File: src/rtl/regfile_mp.sv
// regfile_mp: parametrised integer register file with NUM_READ combinational
// read ports, NUM_WRITE prioritised write ports, an optional write-to-read
// bypass and a built-in post-reset clear sequencer that zeroes every register.
module regfile_mp #(
   parameter int XLEN        = 32,
   parameter int NREGS       = 32,
   parameter int NUM_READ    = 3,
   parameter int NUM_WRITE   = 1,
   parameter int BYPASS      = 0,
   parameter int CLEAR_LANES = 1
) (
   input  logic                                 clk,
   input  logic                                 rst,
   input  logic [NUM_WRITE-1:0]                 wr_en,
   input  logic [NUM_WRITE*$clog2(NREGS)-1:0]   wr_sel,
   input  logic [NUM_WRITE*XLEN-1:0]            wr_data,
   input  logic [NUM_READ*$clog2(NREGS)-1:0]    rd_sel,
   output logic [NUM_READ*XLEN-1:0]             rd_data,
   output logic                                 clear_busy
);

   localparam int AW = $clog2(NREGS);
   // One extra bit so the pointer can go negative after the last partial group.
   localparam int PW = AW + 1;

   localparam logic signed [PW-1:0] TOP_S   = PW'(NREGS - 1);
   localparam logic signed [PW-1:0] LANES_S = PW'(CLEAR_LANES);
   localparam logic signed [PW-1:0] ZERO_S  = '0;

   typedef enum logic {IDLE, CLEAR} state_t;

   state_t                  state;
   logic signed [PW-1:0]    ptr;
   logic signed [PW-1:0]    clear_idx [CLEAR_LANES];
   logic [XLEN-1:0]         regs [1:NREGS-1];

   // Clear sequencer: reset parks the pointer at the top register, then it
   // walks down by CLEAR_LANES per cycle until the lowest group is reached.
   always_ff @(posedge clk) begin
      if (rst) begin
         state      <= CLEAR;
         ptr        <= TOP_S;
         clear_busy <= 1'b1;
      end else if (state == CLEAR) begin
         ptr <= ptr - LANES_S;
         if (ptr <= LANES_S) begin
            state      <= IDLE;
            clear_busy <= 1'b0;
         end
      end
   end

   // Indices zeroed this cycle; while reset is held the top group is used.
   always_comb begin
      for (int l = 0; l < CLEAR_LANES; l++) begin
         clear_idx[l] = (rst ? TOP_S : ptr) - PW'(l);
      end
   end

   // Storage update: clearing has priority, otherwise ports write in
   // ascending order so the highest-numbered port to the same index wins.
   always_ff @(posedge clk) begin
      if (rst || state == CLEAR) begin
         for (int l = 0; l < CLEAR_LANES; l++) begin
            if (clear_idx[l] > ZERO_S) begin
               regs[clear_idx[l][AW-1:0]] <= '0;
            end
         end
      end else begin
         for (int w = 0; w < NUM_WRITE; w++) begin
            if (wr_en[w] && (wr_sel[w*AW +: AW] != '0)) begin
               regs[wr_sel[w*AW +: AW]] <= wr_data[w*XLEN +: XLEN];
            end
         end
      end
   end

   // Combinational reads: zero while clearing or for index 0, optionally
   // overridden by the winning same-cycle write to the selected index.
   always_comb begin
      rd_data = '0;
      for (int r = 0; r < NUM_READ; r++) begin
         if (!clear_busy && (rd_sel[r*AW +: AW] != '0)) begin
            rd_data[r*XLEN +: XLEN] = regs[rd_sel[r*AW +: AW]];
            if (BYPASS != 0) begin
               for (int w = 0; w < NUM_WRITE; w++) begin
                  if (wr_en[w] && (wr_sel[w*AW +: AW] == rd_sel[r*AW +: AW])) begin
                     rd_data[r*XLEN +: XLEN] = wr_data[w*XLEN +: XLEN];
                  end
               end
            end
         end
      end
   end

endmodule
File: config.mk
export PLATFORM = sky130hd
export DESIGN_NAME = regfile_mp
export DESIGN_NICKNAME = d
export VERILOG_FILES = /design/src/rtl/regfile_mp.sv
export SDC_FILE = /design/constraint.sdc
export NUM_CORES = 2
export LEC_CHECK = 0
export BUFFER_PORTS_ARGS = -buffer_cell sky130_fd_sc_hd__clkbuf_2
export CORE_MARGIN = 2
export CORE_UTILIZATION = 50
export DETAILED_ROUTE_END_ITERATION = 8
export HOLD_SLACK_MARGIN = 0.02
export PLACE_DENSITY = 0.66
export SLEW_MARGIN = 20
export SYNTH_ARGS = -nofsm -noshare
export SYNTH_HDL_FRONTEND = slang
export SYNTH_SLANG_ARGS = --single-unit
File: constraint.sdc
create_clock -name clk -period 6.52 [get_ports clk]
set_input_delay 0.652 -clock clk [delete_from_list [all_inputs] [get_ports clk]]
set_output_delay 0.652 -clock clk [all_outputs]
set_load 0.02 [all_outputs]
==> impl_metrics.toml <==
[die]
fp.dieW_um = 339
core_mm2 = 0.111
ios = 152
die-area_mm2 = 0.115
num_rows = 122
initial_utilization = 0.506
die_y_um = 339

[worst_setup_path]
worst-path-max-fanout = 83
startpoint_type = "primary input"
cp-startpoint = "rd_sel[1]"
critPathBufInv = 4
worstPathCellList = "buf_8 > buf_12 > nor2_4 > a21oi_4 > buf_4 > o21ai_0 > nand4_1 > clkbuf_2"
worst-setup-path-type = "primary input to primary output"
critPathArrivalTime_ps = 3860
cpPeakStageDelay_ps = 800
r2r_start = "state"
worstPathRequired_ps = 5870
worst_setup_path_end_kind = "primary output"
crit_family = "buffers and inverters"
critPathSlowestCell = "a21oi_4"

[power]
power.leakage_nw = 23.1
power_w = 0.0144
sw_frac_of_total = 0.245
p_clk_frac = 0.421
vdd_drop_max_mv = 0.195
pwr-share-seq = 0.490
p_int_w = 0.0109
p_switching_w = 0.00353
combinationalPowerShare = 0.089
cellPowerDensity_mw_per_mm2 = 231

[finish]
nNetsFinal = 4685
final_area_mm2 = 0.0624
final_common_cell = "mux2i_1"
layout_common_cells = "mux2i_1 (1440), edfxtp_1 (992), a22oi_1 (356)"
syn_to_final_growth_pct = 11.2
drive_gt1_frac = 0.121

[synthesis]
synth_area_leader_cell = "edfxtp_1"
async_reset_ff_frac = 0
yosysSeqAreaShare = 0.533
synth_cell_type_count = 49
synth_top_area_frac = 0.530
netlist_area_mm2 = 0.0562
syn_avg_cell_area_um2 = 12.2
synth_warnings = 0
synthFlopType = "edfxtp_1"
synth_edf_count = 992
syn_nets = 4674
synth_seq_cells = 1000
postSynthCellCount = 4617
ys_top_cells_by_area = "edfxtp_1 (53%), mux2i_1 (26%), a22oi_1 (4.8%), nand3_1 (2.0%), nand2_1 (2.0%)"

[clock_tree]
post-cts-setup-buffers = 0
h-tree-depth = 3
cts_made_buffers = 109
postCtsHoldBufs = 0
clkTransAtPathRegs_ps = 60
ctsResizeCount = 0
insertion_delay_ps = 720
cts.sinks = 1000
cts_root_buf = "clkbuf_16"
cts_tree = "done"
cts_buffer_depth = 3

[global_route]
grt_pass1_wl_um = 313000
grt_max_degree = 121
grt_antenna_before_repair = 13
overflow = 0
grt_use_total = 0.381
grt_pass1_vias = 42600

[min_path]
hp-start = "rst"
hp-class = "primary input to register"

[timing]
hold-worst-slack_ps = 301
period_needed_ps = 4510
setup_viol = 0
slew_violations = 0
worstMarginPinSlew_ps = 1310
hold_viol = 0
min_period_over_period = 0.691
fmaxAchievable_ghz = 0.222
rsz0062_at_grt = "no"
clock_skew_ps = 26.9
setup-tns-final_ps = 0
max_slew_margin = 0.122
fin_ws_ps = 2010

[drt]
ant_nets = 0
drc = 0
num_vias = 45300
first_iter_violations = 7453
wire_per_inst_um = 36.6
wirelength_um = 227000
firstDrtPassIters = 6
viasPerCell = 7.29

[placed_design]
place_ws_ps = 2210
place.gp.congestion = 0.965
placed_area_mm2 = 0.0590
dp_hpwl_um = 138000
port_buffers = 151

[run_status]
status = "completed"

[run]
drv_cap = 0
[path summary, 6_finish.rpt]
path                                     to  slack, ps  depth (start not counted)
worst max-delay path            rd_data[15]       2010                          8
worst min-delay path                 ptr[5]        300                          2
worst max register to register  regs[18][2]       2700                          5
worst min register to register        state        540                          1
[power groups by stage]
stage	clock network (W)	registers [W]	logic, W
after global routing	0.00631	0.00706	0.00129
after CTS	0.00604	0.00706	0.00122
final	0.00606	0.00706	0.00128
after floorplan	0	0.00718	0.000778
after detailed placement	0	0.00719	0.00122
after global placement	0	0.00719	0.00121
[cells by family after synthesis]
logic type	share of synthesized area
muxes	0.257
DFF	0.533
and+or+nand+nor	0.0801
AOI/OAI and AO/OA	0.0977
buffers and inverters	0.0310
xor gates and xnor gates	0.000780
adders and majority gates	0.000446
[cells in the mapped netlist (2+ instances only)]
cell       count
o21ai_1       22
and3b_1        2
o22ai_1       96
edfxtp_1     992
o21a_1         2
nand4_1      161
xnor2_1        2
nor3_1        14
a22oi_1      356
o32ai_1        2
dfxtp_1        8
ha_1           2
nand4bb_1      3
mux2i_1     1440
o211ai_1       6
nor4_1        11
nor2b_1       18
o31a_1         2
nand2_1      295
or3_1          4
a21oi_1      158
a211oi_1      96
xor2_1         3
nor2_1       129
nand3_1      226
clkbuf_1     242
buf_2        139
nor3b_1        3
o21ai_0       81
buf_1         27
and2_1        41
inv_1          6
a31oi_1        2
nand3b_1       4
or4b_2         4
or3b_2         5
[layout make-up]
type	count	area, um2
Antenna cell	6	15.0
Clock buffer	132	2880
Clock inverter	71	539
Fill cell	9128	48500
Inverter	6	22.5
Multi-Input combinational cell	3202	25000
Sequential cell	1000	29900
Tap cell	1488	1860
Timing Repair Buffer	309	2180
[per-layer routing]
layer	GRT usage	vias up	routed length, um
met5	0	-	112
met4	0.195	12	13800
met3	0.117	919	33000
met2	0.557	3916	96100
met1	0.512	22300	84300
li1	-	18200	-
[stage by stage]
step           std cells  utilization
2_1_floorplan       4617            -
3_3_place_gp        6002        0.531
3_5_place_dp        6003        0.531
4_1_cts             6206        0.562
5_1_grt             6208        0.563
6_report            6214        0.563
[flip-flops by register name, summed over array words and instances (netlist names)]
name,cells
regs,992
clear_busy,1
ptr,6
state,1
Power figures use the tool's default switching activity.
